File: config.mk
export PLATFORM = sky130hd
export DESIGN_NAME = decoder_n_scan
export DESIGN_NICKNAME = d
export VERILOG_FILES = /design/src/rtl/decoder_n_scan.sv
export SDC_FILE = /design/constraint.sdc
export NUM_CORES = 1
export LEC_CHECK = 0
export CORE_MARGIN = 2
export CORE_UTILIZATION = 56
export DETAILED_ROUTE_END_ITERATION = 10
export PLACE_DENSITY = 0.82
export SKIP_CTS_REPAIR_TIMING = 1
export SLEW_MARGIN = 25
export SYNTH_ARGS = -nofsm -noshare
export SYNTH_HDL_FRONTEND = slang
export SYNTH_SLANG_ARGS = --single-unit
File: constraint.sdc
create_clock -name clk -period 4.7 [get_ports clk]
set_input_delay 0.94 -clock clk [delete_from_list [all_inputs] [get_ports clk]]
set_output_delay 0.94 -clock clk [all_outputs]
set_load 0.05 [all_outputs]
File: src/rtl/decoder_n_scan.sv
// decoder_n_scan
//   N-to-2**N one-hot decoder with two modes of operation:
//     - direct: y follows addr with one clock of latency.
//     - scan:   starting at addr, each output bit is lit for DWELL cycles in
//               turn, wrapping from the top bit back to bit 0.
//   Every output comes straight from a flop. The combinational logic computes
//   the next value of each output, so no input has a path to an output
//   without passing through a register.
//
// Parameters
//   N      address width; y is 2**N bits wide (1..6)
//   DWELL  cycles each output is held while scanning (1..255)
//
// Ports
//   clk    rising-edge clock
//   rst    asynchronous active-high reset
//   en_n   active-low enable; while scanning, 1 pauses the scan
//   mode   0 = direct decode, 1 = scan
//   addr   decode address (direct) or scan start index (scan)
//   start  single-cycle pulse that begins a scan
//   stop   single-cycle pulse that ends a scan; wins over start
//   y      registered one-hot (or all-zero) decoded output
//   valid  high when y carries a one-hot code
//   busy   high while in the SCAN state, including while paused
//   wrap   one-cycle pulse when the scan index goes from 2**N-1 to 0
module decoder_n_scan #(
    parameter int N     = 2,
    parameter int DWELL = 1
) (
    input  logic             clk,
    input  logic             rst,
    input  logic             en_n,
    input  logic             mode,
    input  logic [N-1:0]     addr,
    input  logic             start,
    input  logic             stop,
    output logic [2**N-1:0]  y,
    output logic             valid,
    output logic             busy,
    output logic             wrap
);

    localparam int             W          = 2**N;
    localparam logic [7:0]     DWELL_LAST = 8'(DWELL - 1);
    localparam logic [N-1:0]   IDX_LAST   = {N{1'b1}};

    typedef enum logic [1:0] {
        IDLE   = 2'd0,
        DIRECT = 2'd1,
        SCAN   = 2'd2
    } state_t;

    state_t         state_reg, state_next;
    logic [N-1:0]   idx_reg, idx_next;
    logic [7:0]     dcnt_reg, dcnt_next;

    // High on the edge where the scan index steps to its successor.
    logic           advance;
    // A scan may only be launched while enabled, in scan mode, and without
    // a simultaneous stop.
    logic           scan_go;

    logic [N-1:0]   sel;
    logic           drive;
    logic [W-1:0]   dec;
    logic [W-1:0]   y_next;
    logic           valid_next;
    logic           busy_next;
    logic           wrap_next;

    assign scan_go = ~en_n & mode & start & ~stop;

    // ------------------------------------------------------------------
    // State register (also holds the registered outputs)
    // ------------------------------------------------------------------
    always_ff @(posedge clk or posedge rst) begin
        if (rst) begin
            state_reg <= IDLE;
            idx_reg   <= '0;
            dcnt_reg  <= '0;
            y         <= '0;
            valid     <= 1'b0;
            busy      <= 1'b0;
            wrap      <= 1'b0;
        end else begin
            state_reg <= state_next;
            idx_reg   <= idx_next;
            dcnt_reg  <= dcnt_next;
            y         <= y_next;
            valid     <= valid_next;
            busy      <= busy_next;
            wrap      <= wrap_next;
        end
    end

    // ------------------------------------------------------------------
    // Next-state logic
    // ------------------------------------------------------------------
    always_comb begin
        state_next = state_reg;
        idx_next   = idx_reg;
        dcnt_next  = dcnt_reg;
        advance    = 1'b0;

        case (state_reg)
            IDLE: begin
                if (scan_go) begin
                    state_next = SCAN;
                    idx_next   = addr;
                    dcnt_next  = '0;
                end else if (!en_n && !mode) begin
                    state_next = DIRECT;
                end
            end

            DIRECT: begin
                if (en_n) begin
                    state_next = IDLE;
                end else if (mode) begin
                    // Scan mode without a clean start falls back to IDLE,
                    // which then waits for a start pulse.
                    if (scan_go) begin
                        state_next = SCAN;
                        idx_next   = addr;
                        dcnt_next  = '0;
                    end else begin
                        state_next = IDLE;
                    end
                end
            end

            SCAN: begin
                if (stop || !mode) begin
                    state_next = IDLE;
                end else if (!en_n) begin
                    // While paused (en_n=1) idx and dcnt are left frozen.
                    if (dcnt_reg == DWELL_LAST) begin
                        dcnt_next = '0;
                        idx_next  = idx_reg + N'(1);
                        advance   = 1'b1;
                    end else begin
                        dcnt_next = dcnt_reg + 8'd1;
                    end
                end
            end

            default: begin
                state_next = IDLE;
            end
        endcase
    end

    // ------------------------------------------------------------------
    // Output logic: next values of the registered outputs
    // ------------------------------------------------------------------
    always_comb begin
        sel        = addr;
        drive      = 1'b0;
        busy_next  = 1'b0;
        wrap_next  = 1'b0;

        case (state_next)
            DIRECT: begin
                sel   = addr;
                drive = 1'b1;
            end
            SCAN: begin
                sel       = idx_next;
                drive     = ~en_n;
                busy_next = 1'b1;
                wrap_next = advance & (idx_reg == IDX_LAST);
            end
            default: begin
                sel   = addr;
                drive = 1'b0;
            end
        endcase

        y_next     = drive ? dec : '0;
        valid_next = drive;
    end

    // One-hot decode of the selected index.
    for (genvar gi = 0; gi < W; gi++) begin : g_dec
        assign dec[gi] = (sel == N'(gi));
    end

endmodule

==> results.md <==
- Run status: complete, no violations
- Initial Utilization: 60.2%
- Achievable Freq: 0.367 GHz
- Drt first pass iters: 4
- Design Power: 0.000315 W
- Cell area after layout: 1250 µm²
- Distinct cell type count after synthesis: 36
- Main flop type after synthesis: dfrtp_1
- Die Height: 47.3 µm
- # DRC: 0
- Placed Area: 1220 µm²
- CTS tree: yes
- P&R area growth vs syn: 18.8%
- Via Count: 829
- Syn nets: 120
- Clk sink count: 19
- PwrDens: 252 nW/µm²
- Worst Tran Pin Value: 691 ps
- Setup crit start kind: input pin
- #FFs+latches synth: 19
- Post-Syn Area: 1050 µm²
- Min-Delay Path Class: reg -> reg
- I/O pins: 15
- Fin cells: 150
- NumNets Final: 139
- Avg Vias per Cell: 5.53
- EDFF count, synth: 0
- Core Util, Final: 71.5%
- WP data arrival: 2940 ps
- CTS buffer count: 3
- Clock Path Buffers: 2
- Min Tclk post-route: 2720 ps
- End of the worst register-to-register path: y[0]
- Final Hold Fails: 0
- CP required: 4920 ps
- Initial antenna violation count: 0
- Post-route ant nets: 0
- Final setup vio count: 0
- Worst-path clk slew: 100 ps
- Vias in the first global route: 746
- Layout cell share with drive strength beyond 1: 12.0%
- H-tree Lvls: 1
- RSZ-0062 raised after global routing: false
- Core area: 1750 µm²
- DR iter-0 viols: 22
- Port bufs: 14
- CP Capture Type: flop
- VDD IR max: 0.196 mV
- Flop2flop setup slack: 2580 ps
- Post-synth ARST share: 100%
- Seq/Total Area, Yosys: 45.2%
- DP HPWL: 1500 µm
- Dpl cells: 146
- # Max-Cap Violations: 0
- CP Max Fanout: 8
- Gr usage total: 20.8%
- GRT overflow: 0
- Final TNS setup: 0 ps
- Worst R2R Start: state_reg[1]
- Setup CP Type: in -> reg
- R2r worst-path depth: 9
- Final period utilization: 57.9%
- Max-slew violation count: 0
- Crit path to: y[0]
- Largest net degree at the start of global routing: 20
- Crit path from: start
- Slew HR: 53.9%
- Worst-Skew Late Latency: 300 ps
- Chip width: 47.3 µm
- Routed wire length: 1940 µm
- Routed len/inst: 12.9 µm
- Die footprint: 2240 µm²
- Root Buffer: clkbuf_4
- Lkg Pwr: 0.535 nW
- Row cnt: 15
- Final GP Congestion: 0.854
- First-pass GRT wire length: 3180 µm
- Antenna fix cells: 0
- Synth warnings: 0
- Max FFs per register: 8
- Final Skew: 2.50 ps
- Post-Synthesis Cells: 107
- Mean Syn Cell Area: 9.82 µm²
-- cell usage in the layout, fill, tap and decap left out, types with 2 or more instances in the layout --
master            n
nand2_1           8
o21ai_0          11
o21ai_1           2
nand3b_1          2
nor2_1           12
nand3_1           3
nor2b_1           4
nor3_1            2
clkdlybuf4s50_1  14
dfrtp_1          19
o31ai_1           2
mux2i_1           3
and3_1            2
clkbuf_4          3
nand2b_1          2
a21oi_1           2
ha_1              5
inv_1             8
-- synthesized netlist by cell type (2+ instances only) --
| master | number | area share (%) |
|---|---|---|
| nand2_1 | 8 | 2.9 |
| nand2b_1 | 2 | 1.2 |
| nor2b_1 | 4 | 2.4 |
| o21ai_1 | 2 | 0.95 |
| nor3_1 | 2 | 0.95 |
| inv_1 | 8 | 2.9 |
| dfrtp_1 | 19 | 45 |
| o21ai_0 | 11 | 5.2 |
| mux2i_1 | 3 | 2.9 |
| nor2_1 | 12 | 4.3 |
| ha_1 | 5 | 6.0 |
| and3_1 | 2 | 1.2 |
| nand3_1 | 3 | 1.4 |
| nand3b_1 | 2 | 1.4 |
| o31ai_1 | 2 | 1.4 |
| a21oi_1 | 2 | 0.95 |
-- report_power, final --
| group | switching (W) | internal (W) |
|---|---|---|
| Clock | 0.0000470 | 0.0000331 |
| Sequential | 0.00000889 | 0.000171 |
| Combinational | 0.0000294 | 0.0000250 |
-- stage by stage --
step	hold slack, ps	worst slack (ps)
finish	502	1980
global route	546	1780
CTS	504	2010
detailed placement	488	1710
global placement	490	1770
floorplan	453	2360
-- layout make-up --
cell class                      instances  area (µm²)
Tap cell                               25        31.3
Timing Repair Buffer                   14         140
Sequential cell                        19         475
Clock buffer                            4        26.3
Fill cell                             142         497
Inverter                                8        30.0
Multi-Input combinational cell         80         546
-- cells by family after synthesis --
logic type      after synthesis  synth area share [%]
simple gates                 46                  25.7
buf+inv                       8                  2.86
compound gates               26                  17.4
mux                           3                  2.86
fa+ha+maj                     5                  5.95
flops                        19                  45.2
-- layer usage --
metal  track usage (%)  wire, µm  up-vias
li1                  -         -      418
met5                 0         0        -
met3              5.00        73        5
met1              29.6       954      388
met2              29.7       873       18
met4              9.44        34        0
-- worst max-delay path, stage by stage --
cell             delay [ps]
clkdlybuf4s50_1         510
nand2b_1                 80
o21ai_0                 150
nand3b_1                120
inv_1                    90
ha_1                    320
inv_1                    90
o21ai_0                 290
nand3_1                 180
a211oi_2                170
-- how the worst min path moves through the flow --
stage                 from           to  slack [ps]  depth (start not counted)
3_5_place_dp   dcnt_reg[7]  dcnt_reg[7]         490                          1
6_report       dcnt_reg[7]  dcnt_reg[7]         500                          1
2_1_floorplan  dcnt_reg[7]  dcnt_reg[7]         450                          1
3_3_place_gp   dcnt_reg[7]  dcnt_reg[7]         490                          1
4_1_cts        dcnt_reg[7]  dcnt_reg[7]         500                          1
5_1_grt        dcnt_reg[7]  dcnt_reg[7]         550                          1
Power figures use the tool's default switching activity.
